**src/rtl/mem_wb_stage_pkg.sv**
```systemverilog
`default_nettype none
// ============================================================================
// Module  : mem_wb_stage_pkg
// Purpose : Shared types and constants for the MEM stage / MEM-WB segment:
//           handshake FSM state type, default link register, and the
//           byte-enable patterns driven onto the data-memory port.
// Ports   : none (package)
// Revision: 1.0 - initial release
// ============================================================================
package mem_wb_stage_pkg;

    // Memory handshake FSM: IDLE issues a request combinationally, WAIT
    // holds it until the memory answers.
    typedef enum logic [0:0] {
        IDLE = 1'b0,
        WAIT = 1'b1
    } mem_state_t;

    localparam int unsigned LINK_REG_DEFAULT = 31;

    localparam logic [3:0] BE_WORD = 4'b1111;
    localparam logic [3:0] BE_NONE = 4'b0000;

    // One-hot byte enable for a little-endian byte lane.
    function automatic logic [3:0] lane_be(input logic [1:0] lane);
        return 4'b0001 << lane;
    endfunction

endpackage
`default_nettype wire

```
**src/rtl/mem_load_align.sv**
```systemverilog
`default_nettype none
// ============================================================================
// Module  : mem_load_align
// Purpose : Combinational load aligner. Picks the addressed byte out of the
//           read word for byte loads (sign- or zero-extended), or passes the
//           whole word through for word loads.
// Ports   : rdata   in  32  read word from data memory
//           lane    in   2  byte lane (little-endian address bits [1:0])
//           is_byte in   1  byte load
//           extop   in   1  sign-extend the byte when set
//           data    out 32  aligned load data
// Revision: 1.0 - initial release
// ============================================================================
module mem_load_align (
    input  logic [31:0] rdata,
    input  logic [1:0]  lane,
    input  logic        is_byte,
    input  logic        extop,
    output logic [31:0] data
);

    logic [7:0] w_byte;

    always_comb begin
        w_byte = 8'h00;
        case (lane)
            2'd0:    w_byte = rdata[7:0];
            2'd1:    w_byte = rdata[15:8];
            2'd2:    w_byte = rdata[23:16];
            default: w_byte = rdata[31:24];
        endcase
    end

    assign data = is_byte ? {{24{extop & w_byte[7]}}, w_byte} : rdata;

endmodule
`default_nettype wire

```
**src/rtl/mem_wb_stage.sv**
```systemverilog
`default_nettype none
// ============================================================================
// Module  : mem_wb_stage
// Purpose : Memory-access stage plus MEM/WB segment register. Issues word and
//           byte loads/stores to a handshaked data memory, stalls the pipe
//           while the memory is busy, selects destination register and
//           write-back value, and registers them on the falling clock edge.
// Config  : MEM_MISALIGN_TRAP_EN - when defined, misaligned word accesses are
//           trapped (no request, mem_exc pulsed); otherwise address bits
//           [1:0] are ignored for word accesses and mem_exc does not exist.
// Ports   : clk, rst_n             clock (negedge active), async low reset
//           pc_in, rt_in, rd_in    PC and register fields of the MEM instr
//           Result_in, busB_in     address / ALU result, store data
//           *_in control bits      from EX/MEM
//           dmem_*                 data-memory request/response port
//           mem_stall              freeze upstream pipeline
//           wb_regwr/wb_reg/wb_data  registered write-back outputs
//           mem_exc                registered misalignment flag (optional)
// Revision: 1.0 - initial release
// ============================================================================
module mem_wb_stage
    import mem_wb_stage_pkg::*;
#(
    parameter logic [4:0]  LINK_REG    = 5'(LINK_REG_DEFAULT),
    parameter logic [31:0] LINK_OFFSET = 32'd4
) (
    input  logic        clk,
    input  logic        rst_n,
    input  logic [31:0] pc_in,
    input  logic [4:0]  rt_in,
    input  logic [4:0]  rd_in,
    input  logic [31:0] Result_in,
    input  logic [31:0] busB_in,
    input  logic        RegDst_in,
    input  logic        MemtoReg_in,
    input  logic        RegWr_in,
    input  logic        MemWr_in,
    input  logic        ExtopM_in,
    input  logic        IsLink_in,
    input  logic        IsByteW_in,
    input  logic        IsByteB_in,
    output logic        dmem_req,
    output logic        dmem_we,
    output logic [29:0] dmem_addr,
    output logic [3:0]  dmem_be,
    output logic [31:0] dmem_wdata,
    input  logic        dmem_ready,
    input  logic [31:0] dmem_rdata,
    output logic        mem_stall,
`ifdef MEM_MISALIGN_TRAP_EN
    output logic        mem_exc,
`endif
    output logic        wb_regwr,
    output logic [4:0]  wb_reg,
    output logic [31:0] wb_data
);

    mem_state_t  r_state;

    logic        w_mem_op;
    logic        w_byte_acc;
    logic [1:0]  w_lane;
    logic        w_trap;
    logic [4:0]  w_dest;
    logic [31:0] w_load_data;
    logic [31:0] w_wb_val;
    logic        w_regwr;

    assign w_mem_op   = MemWr_in | MemtoReg_in;
    // Stores and loads use separate byte-size controls.
    assign w_byte_acc = MemWr_in ? IsByteW_in : IsByteB_in;
    assign w_lane     = Result_in[1:0];

`ifdef MEM_MISALIGN_TRAP_EN
    assign w_trap = w_mem_op & ~w_byte_acc & (w_lane != 2'b00);
`else
    assign w_trap = 1'b0;
`endif

    // In WAIT the upstream stages are frozen, so the inputs (and hence the
    // enables/data derived from them) are stable; only the request itself
    // is forced from state.
    assign dmem_req   = (r_state == WAIT) | (w_mem_op & ~w_trap);
    assign dmem_we    = MemWr_in & dmem_req;
    assign dmem_addr  = Result_in[31:2];
    assign dmem_be    = !dmem_req              ? BE_NONE :
                        (MemWr_in & IsByteW_in) ? lane_be(w_lane) : BE_WORD;
    assign dmem_wdata = IsByteW_in ? {4{busB_in[7:0]}} : busB_in;

    // dmem_ready only matters while a request is outstanding.
    assign mem_stall  = dmem_req & ~dmem_ready;

    mem_load_align u_load_align (
        .rdata   (dmem_rdata),
        .lane    (w_lane),
        .is_byte (IsByteB_in),
        .extop   (ExtopM_in),
        .data    (w_load_data)
    );

    assign w_dest   = IsLink_in ? LINK_REG : (RegDst_in ? rd_in : rt_in);
    assign w_wb_val = IsLink_in   ? (pc_in + LINK_OFFSET) :
                      MemtoReg_in ? w_load_data : Result_in;
    // Writes to $0 are suppressed here so the forwarding unit never sees them.
    assign w_regwr  = RegWr_in & (w_dest != 5'd0) & ~w_trap;

    always_ff @(negedge clk or negedge rst_n) begin
        if (!rst_n) begin
            r_state <= IDLE;
        end else begin
            case (r_state)
                IDLE:    if (dmem_req && !dmem_ready) r_state <= WAIT;
                WAIT:    if (dmem_ready)              r_state <= IDLE;
                default:                              r_state <= IDLE;
            endcase
        end
    end

    // Segment register: a stall cycle inserts a bubble.
    always_ff @(negedge clk or negedge rst_n) begin
        if (!rst_n) begin
            wb_regwr <= 1'b0;
            wb_reg   <= 5'd0;
            wb_data  <= 32'd0;
        end else if (mem_stall) begin
            wb_regwr <= 1'b0;
            wb_reg   <= 5'd0;
            wb_data  <= 32'd0;
        end else begin
            wb_regwr <= w_regwr;
            wb_reg   <= w_dest;
            wb_data  <= w_wb_val;
        end
    end

`ifdef MEM_MISALIGN_TRAP_EN
    // A trapped access never stalls, so the flag lasts exactly one cycle.
    always_ff @(negedge clk or negedge rst_n) begin
        if (!rst_n) begin
            mem_exc <= 1'b0;
        end else begin
            mem_exc <= w_trap & ~mem_stall;
        end
    end
`endif

endmodule
`default_nettype wire

```
**config.mk**
```make
export PLATFORM = sky130hd
export DESIGN_NAME = mem_wb_stage
export DESIGN_NICKNAME = d
export VERILOG_FILES = /design/src/rtl/mem_wb_stage_pkg.sv /design/src/rtl/mem_load_align.sv /design/src/rtl/mem_wb_stage.sv
export SDC_FILE = /design/constraint.sdc
export NUM_CORES = 1
export LEC_CHECK = 0
export CORE_MARGIN = 5
export CORE_UTILIZATION = 38
export CTS_CLUSTER_DIAMETER = 150
export DETAILED_ROUTE_END_ITERATION = 10
export PLACE_DENSITY = 0.93
export SETUP_SLACK_MARGIN = 0.05
export SYNTH_ARGS = -nofsm -noshare
export SYNTH_HDL_FRONTEND = slang
export SYNTH_SLANG_ARGS = --single-unit
```
**constraint.sdc**
```tcl
create_clock -name clk -period 3.4 [get_ports clk]
set_clock_uncertainty 0.05 [all_clocks]
set_input_delay 0.68 -clock clk [delete_from_list [all_inputs] [get_ports clk]]
set_output_delay 0.68 -clock clk [all_outputs]
set_load 0.005 [all_outputs]
```
==> results of run 1 <==
==> per-stage QoR <==
step                setup WS (ps)  instance area [um2]  instances  total power [mW]  hold slack (ps)
floorplan                  -346.2                 3756        438            0.7979            824.7
global placement           -976.1                 6833        844             1.304            669.9
detailed placement          -1021                 6833        844             1.332            677.3
CTS                        -359.6                 7445        884             1.703            865.3
global route               -431.0                 7884        905             1.916            932.2
finish                     -431.3                 7884        905             1.873            915.2
==> power by group <==
group	total (mW)	internal (mW)	switching [mW]	leakage, nW
sequential	0.529	0.510	0.0193	0.491
clock	0.360	0.147	0.213	0.0444
combinational	0.983	0.510	0.473	3.07
total	1.87	1.17	0.705	3.60
==> final cells by class <==
cell class                      count  area (um2)
Timing Repair Buffer              416        3715
Fill cell                         423        1181
Clock buffer                        5       68.82
Multi-Input combinational cell    293        2801
Sequential cell                    39       975.9
Inverter                           35       151.4
Clock inverter                      3       25.02
Tap cell                          111       138.9
Antenna cell                        3       7.507
==> cells in the mapped netlist (7+ instances only) <==
| cell type | n | area [um2] |
|---|---|---|
| nor4_1 | 9 | 56.30 |
| o22ai_1 | 7 | 43.79 |
| clkbuf_1 | 29 | 108.9 |
| o21ai_0 | 36 | 180.2 |
| a41o_1 | 10 | 100.1 |
| nand4_1 | 8 | 50.05 |
| a21oi_1 | 9 | 45.04 |
| nand2_1 | 31 | 116.4 |
| dfrtn_1 | 39 | 975.9 |
| a311oi_1 | 7 | 61.31 |
| inv_1 | 32 | 120.1 |
| a211oi_1 | 14 | 105.1 |
| buf_4 | 38 | 285.3 |
| a22o_1 | 10 | 87.58 |
| xnor2_1 | 7 | 61.31 |
| nor3_1 | 25 | 125.1 |
| mux2_2 | 7 | 78.83 |
| a221oi_1 | 17 | 148.9 |
| nor2_1 | 13 | 48.80 |
==> kinds of logic (layout without fill, tap and decap cells) <==
| kind of cell | after synthesis | after routing |
|---|---|---|
| AOI/OAI and AO/OA | 138 | 138 |
| xor gates and xnor gates | 9 | 9 |
| adders and majority gates | 1 | 1 |
| buffers and inverters | 106 | 459 |
| DFF | 39 | 39 |
| muxes | 13 | 13 |
| other | 0 | 3 |
| and+or+nand+nor | 132 | 132 |
==> worst max-delay path, delay by kind of cell (launching register included) <==
kind / cells / cell delay (ps)
flip-flops: 1 / 380
AND/OR/NAND/NOR: 2 / 450
buffers and inverters: 3 / 260
==> layer usage <==
| metal | up-vias | wire [um] | global-route usage |
|---|---|---|---|
| li1 | 2315 | - | - |
| met1 | 2812 | 8251 | 0.4008 |
| met2 | 740 | 12630 | 0.6913 |
| met3 | 279 | 3756 | 0.1280 |
| met4 | 0 | 3149 | 0.3201 |
| met5 | - | 0 | 0 |
==> worst max-delay path by stage <==
stage,start,endpoint,slack (ps)
after global placement,pc_in[10],wb_data[27]$_DFF_NN0_,-980
final,r_state$_DFF_NN0_,mem_stall,-430
after global routing,r_state$_DFF_NN0_,mem_stall,-430
after detailed placement,pc_in[10],wb_data[27]$_DFF_NN0_,-1020
after floorplan,pc_in[11],wb_data[27]$_DFF_NN0_,-350
after CTS,r_state$_DFF_NN0_,mem_stall,-360
==> what timing repair did <==
item                       4_1_cts  5_1_grt
setup buffers                   27       23
cloned                           5        0
setup endpoints to repair       83       72
pin swaps                       51       51
resized for setup              353      151
==> key figures, run 1 <==
Outcome
  • Status: finished with violations
  • Failing checks: negative setup slack

Clocking
  • CTS Buf Count: 5
  • Max clock buf depth: 2
  • CTS Sinks: 39
  • Cts hold-fix bufs: 0
  • CTS tree: done
  • Clock transition at path regs: 60 ps
  • Insertion delay to the later sink of the worst-skew pair: 310 ps
  • H-tree depth: 2
  • CTS Root Cell: clkbuf_8

Timing
  • Slew HR: 0.3894
  • Max Slew Vio Count: 0
  • Slew @ Worst Pin: slightly above 900 ps
  • Final hold violation count: 0
  • PnR worst setup slack: -431.3 ps
  • Final Setup Violations: 38
  • RSZ-0062 raised after global routing: true
  • Setup TNS: -8310 ps

Power and ir drop
  • Leakage power: around 3.6 nW
  • Power Density: 237.5 mW/mm2
  • VDD IR max: between 0.15 and 0.2 mV

Worst setup path
  • CP max FO: 3
  • Critical path's most frequent cell: buf_6
  • Largest stage delay on the critical path: around 380 ps
  • Crit path max-delay cell type: dfrtn_1
  • Worst EP arrival: a little over 3000 ps
  • Reg-to-Reg End: wb_data[13]$_DFF_NN0_
  • Crit path launch type: flop
  • CP cell instances: nor3_4 > or2_4 > inv_8 > buf_6 > buf_6
  • Critical Path RT: approximately 2700 ps
  • CP endpoint kind: output pin
  • R2R Setup Slk: roughly 1700 ps
  • Setup Crit Path Kind: reg2out
  • Worst R2R Start: r_state$_DFF_NN0_
  • Cells on worst reg2reg path: 8

Layout
  • Core Util, Final: 0.8697
  • Largest register FFs: 32
  • Final #Nets: 940
  • Synth-to-layout area growth: 126.7%
  • Most common cell after layout, fill and taps aside: clkdlybuf4s50_1
  • Most frequent cells in the layout: clkdlybuf4s50_1, buf_4, buf_6
  • Fraction of final layout cells sized beyond drive strength 1: 0.4614

Detailed routing
  • TritonRoute pass-1 iters: 7
  • Antenna Nets Post-Route: 0
  • Via count: 6146
  • Routed wire length: approximately 28000 um
  • Routed len/inst: 30.70 um
  • # DRC: 0
  • Vias per std cell: roughly 6.8
  • 1st-iter DRT viols: 706

Synth
  • Mapped Cells: ~440
  • Avg Cell Area, Syn: 7.939 um2
  • Synth Register Bits: 39
  • Synth Area in Compound Gates: 0.2872
  • Synth Area in Adders: 0.003598
  • Synth warn: 0
  • Sequential share of the synthesized area: 0.2807
  • Cell Area, Synth: 0.003477 mm2
  • Synth Area in XOR/XNOR: 0.02267
  • Post-synthesis simple-gate area fraction: 0.2062
  • EDFF count, synth: 0
  • Netlist cell types: 53
  • Predominant post-synthesis flop cell: dfrtn_1
  • Mux contribution to synthesized area: 0.03994
  • Combinational family with the most area after synthesis: compound AO/OA/AOI/OAI gates
  • Async set-reset flop share out of synthesis: 1.000
  • Syn nets: approximately 600

Hold path
  • Hold path endpoint: r_state$_DFF_NN0_
  • Hold WC Path Type: reg2reg
  • Hold Path Stages: 4
  • Hold path start: r_state$_DFF_NN0_

Floorplanning
  • IO Count: roughly 260
  • Die W: roughly 110 um
  • Core ar.: 0.009065 mm2
  • Die ar.: approximately 0.011 mm2
  • Row cnt: 35
  • Die height: between 100 and 150 um
  • Initial core utilization: 0.3836

Global routing
  • Vias in the first global route: 6127
  • Antenna violations before repair: 3
  • Pin count of the biggest net entering global routing: 40
  • GRT Total Usage: 0.4035
  • Total global routing overflow: 0
  • First-pass GRT wire length: roughly 35000 um

Placed design
  • Dpl hpwl: between 15000 and 20000 um
  • Port Buffers: approximately 260
  • RD Place Congestion: between 1 and 1.5

Flow run
  • Max cap viols: 0
Power figures use the tool's default switching activity.
==> inputs of run 2 (changes only) <==
--- a/config.mk
+++ b/config.mk
@@ -6,10 +6,10 @@
 export NUM_CORES = 1
 export LEC_CHECK = 0
 export CORE_MARGIN = 5
-export CORE_UTILIZATION = 38
+export CORE_UTILIZATION = 35
 export CTS_CLUSTER_DIAMETER = 150
 export DETAILED_ROUTE_END_ITERATION = 10
-export PLACE_DENSITY = 0.93
+export PLACE_DENSITY = 0.87
 export SETUP_SLACK_MARGIN = 0.05
 export SYNTH_ARGS = -nofsm -noshare
 export SYNTH_HDL_FRONTEND = slang
==> constraint.sdc (replaced) <==
create_clock -name clk -period 4.1 [get_ports clk]
set_clock_uncertainty 0.05 [all_clocks]
set_input_delay 0.82 -clock clk [delete_from_list [all_inputs] [get_ports clk]]
set_output_delay 0.82 -clock clk [all_outputs]
set_load 0.005 [all_outputs]
==> run 2 against run 1 <==
The run still ends with negative setup slack left; clock-buffer cell count grew 2; sequential share of layout area grew 0.95 points; worst hold slack better by 61 ps; global-route usage fell by 9.4 points; power is 25% lower; combinational power fell by 30%; final cell count down 1.4%; largest cell class unchanged.
==> key figures, run 2 (synthesis gave the netlist of run 1 again) <==
Outcome
  • Status: finished with violations
  • Failing checks: negative setup slack

Timing
  • RSZ-0062 raised after global routing: true
  • Final Setup Violations: 8 (-79%)
  • Slew HR: 0.4948 (+0.1054)
  • Slew @ Worst Pin: 754.3 ps (-151.9 ps)
  • Final hold violation count: 0 (unchanged)
  • PnR worst setup slack: -159.0 ps (+272.2 ps)
  • Hold Slack: 976.0 ps (+60.86 ps)
  • Max Slew Vio Count: 0 (unchanged)

Detailed routing
  • Antenna Nets Post-Route: 0 (unchanged)
  • Routed wire length: 20410 um (-27%)
  • Vias per std cell: 5.826 (-14%)
  • Routed len/inst: 22.88 um (-25%)
  • Via count: 5197 (-15%)
  • # DRC: 0 (unchanged)
  • 1st-iter DRT viols: 384 (-46%)
  • TritonRoute pass-1 iters: 5 (-2)

Worst setup path
  • Cells on worst reg2reg path: 7 (-1)
  • CP endpoint kind: output pin
  • R2R Setup Slk: 2570 ps (+900 ps)
  • Worst EP arrival: 3390 ps (+290 ps)
  • Critical Path RT: 3230 ps (+560 ps)
  • Crit path max-delay cell type: dfrtn_1
  • CP cell instances: nor3_4 > buf_6 > buf_6 > a31oi_1 > buf_2
  • Critical path's most frequent cell: buf_6
  • Largest stage delay on the critical path: 440 ps (+60 ps)
  • Reg-to-Reg End: wb_regwr$_DFF_NN0_
  • Worst R2R Start: r_state$_DFF_NN0_
  • CP max FO: 4 (+1)
  • Setup Crit Path Kind: reg2out
  • Crit path launch type: flop

Layout
  • Multi-input logic area: 0.002429 mm2 (-13%)
  • Final #Nets: 904 (-3.8%)
  • Core Util, Final: 0.7527 (-0.1170)
  • Fraction of final layout cells sized beyond drive strength 1: 0.3113 (-0.1502)
  • Storage element area: 975.9 um2 (unchanged)
  • Synth-to-layout area growth: 110.6%
  • Most common cell after layout, fill and taps aside: clkdlybuf4s50_1
  • Final std cells w/o fill: 892 (-1.4%)
  • Largest register FFs: 32 (unchanged)
  • Final Instance Area: 0.007323 mm2 (-7.1%)
  • Fillers: 657 (+55%)
  • Most frequent cells in the layout: clkdlybuf4s50_1, buf_4, dlygate4sd2_1

Global routing
  • Total global routing overflow: 0 (unchanged)
  • First-pass GRT wire length: 28440 um (-19%)
  • GRT Total Usage: 0.3096 (-0.09391)
  • Pin count of the biggest net entering global routing: 37 (-7.5%)
  • Vias in the first global route: 5195 (-15%)
  • Antenna violations before repair: 4 (+1)

Floorplanning
  • Die ar.: 0.01203 mm2 (+7.7%)
  • Initial core utilization: 0.3574 (-0.02619)
  • Core ar.: 0.009729 mm2 (+7.3%)
  • Die height: 109.7 um (+3.8%)
  • Row cnt: 36 (+2.9%)
  • Die W: 109.7 um (+3.8%)
  • IO Count: 256 (unchanged)

Clocking
  • Clock transition at path regs: 60 ps (about the same)
  • CTS Sinks: 39 (unchanged)
  • CTS Buf Count: 5 (unchanged)
  • H-tree depth: 2 (unchanged)
  • CTS tree: done
  • Max clock buf depth: 2 (unchanged)
  • Insertion delay to the later sink of the worst-skew pair: 300 ps (about the same)
  • CTS Root Cell: clkbuf_8

Power and ir drop
  • VDD IR max: 0.1676 mV (+2.8%)
  • Power Total: 1.396 mW (-25%)
  • Leakage power: 3.393 nW (-5.9%)
  • Power Density: 190.7 mW/mm2 (-20%)

Placed design
  • Port Buffers: 255 (unchanged)
  • Dpl hpwl: 15250 um (-3.5%)
  • RD Place Congestion: 0.9539 (-5.8%)
  • Placed cell area: 0.006749 mm2 (-1.2%)
  • Dpl cells: 858 (+1.7%)

Flow run
  • Max cap viols: 0 (unchanged)

Hold path
  • Hold WC Path Type: reg2reg
  • Hold path start: r_state$_DFF_NN0_
  • Hold path endpoint: r_state$_DFF_NN0_
  • Hold Path Stages: 5 (+1)
## run 2: layout make-up
type / count / area share
antenna: 4 / 0.001367
clock buffer: 7 / 0.01042
clock inverter: 1 / 0.0006834
inverter: 35 / 0.01948
multi-input combinational: 293 / 0.3316
sequential: 39 / 0.1333
tap: 133 / 0.02272
timing repair buffer: 380 / 0.4804
## run 2: through the flow
stage / setup slack [ps] / setup TNS [ps]
floorplan: -136.2 / -501.6
global placement: -756.2 / -22990
detailed placement: -796.9 / -24470
CTS: -150.0 / -766.0
global route: -168.2 / -1160
finish: -159.0 / -868.5
## run 2: worst max-delay path by stage
stage                           start                     to  slack, ps  cells after the start
floorplan                   pc_in[11]  wb_data[27]$_DFF_NN0_       -140                      5
global placement            pc_in[19]  wb_data[27]$_DFF_NN0_       -760                      5
detailed placement          pc_in[11]  wb_data[23]$_DFF_NN0_       -800                      5
CTS                 r_state$_DFF_NN0_             dmem_be[3]       -150                      5
global route        r_state$_DFF_NN0_             dmem_be[1]       -170                      5
finish              r_state$_DFF_NN0_             dmem_be[1]       -160                      5
## run 2: critical path, delay by kind of cell (launching register included)
kind | cells | cell delay [ps]
AO/OA/AOI/OAI | 1 | 140
buffers and inverters | 3 | 410
flip-flops | 1 | 440
AND/OR/NAND/NOR | 1 | 60
## run 2: power breakdown
part	switching [mW]	internal [mW]	total (mW)
sequential	0.0102	0.423	0.433
combinational	0.301	0.388	0.689
clock	0.154	0.120	0.274
## run 2: timing repair
| item | in CTS | in global routing |
|---|---|---|
| setup buffers | 13 | 5 |
| gates cloned | 3 | 1 |
| resized for setup | 196 | 66 |
| setup endpoints to repair | 82 | 38 |
| hold buffers | 0 | 0 |
| pin swaps | 24 | 19 |
| endpoints found under the hold margin | 0 | 0 |
## run 2: routing by layer
metal  GRT usage  up-vias  routed length [um]
met5           0        -                   0
met4      0.1282        0                1186
met3     0.07810      104                1902
met2      0.5680      376               10390
met1      0.3366     2461                6929
li1            -     2256                   -
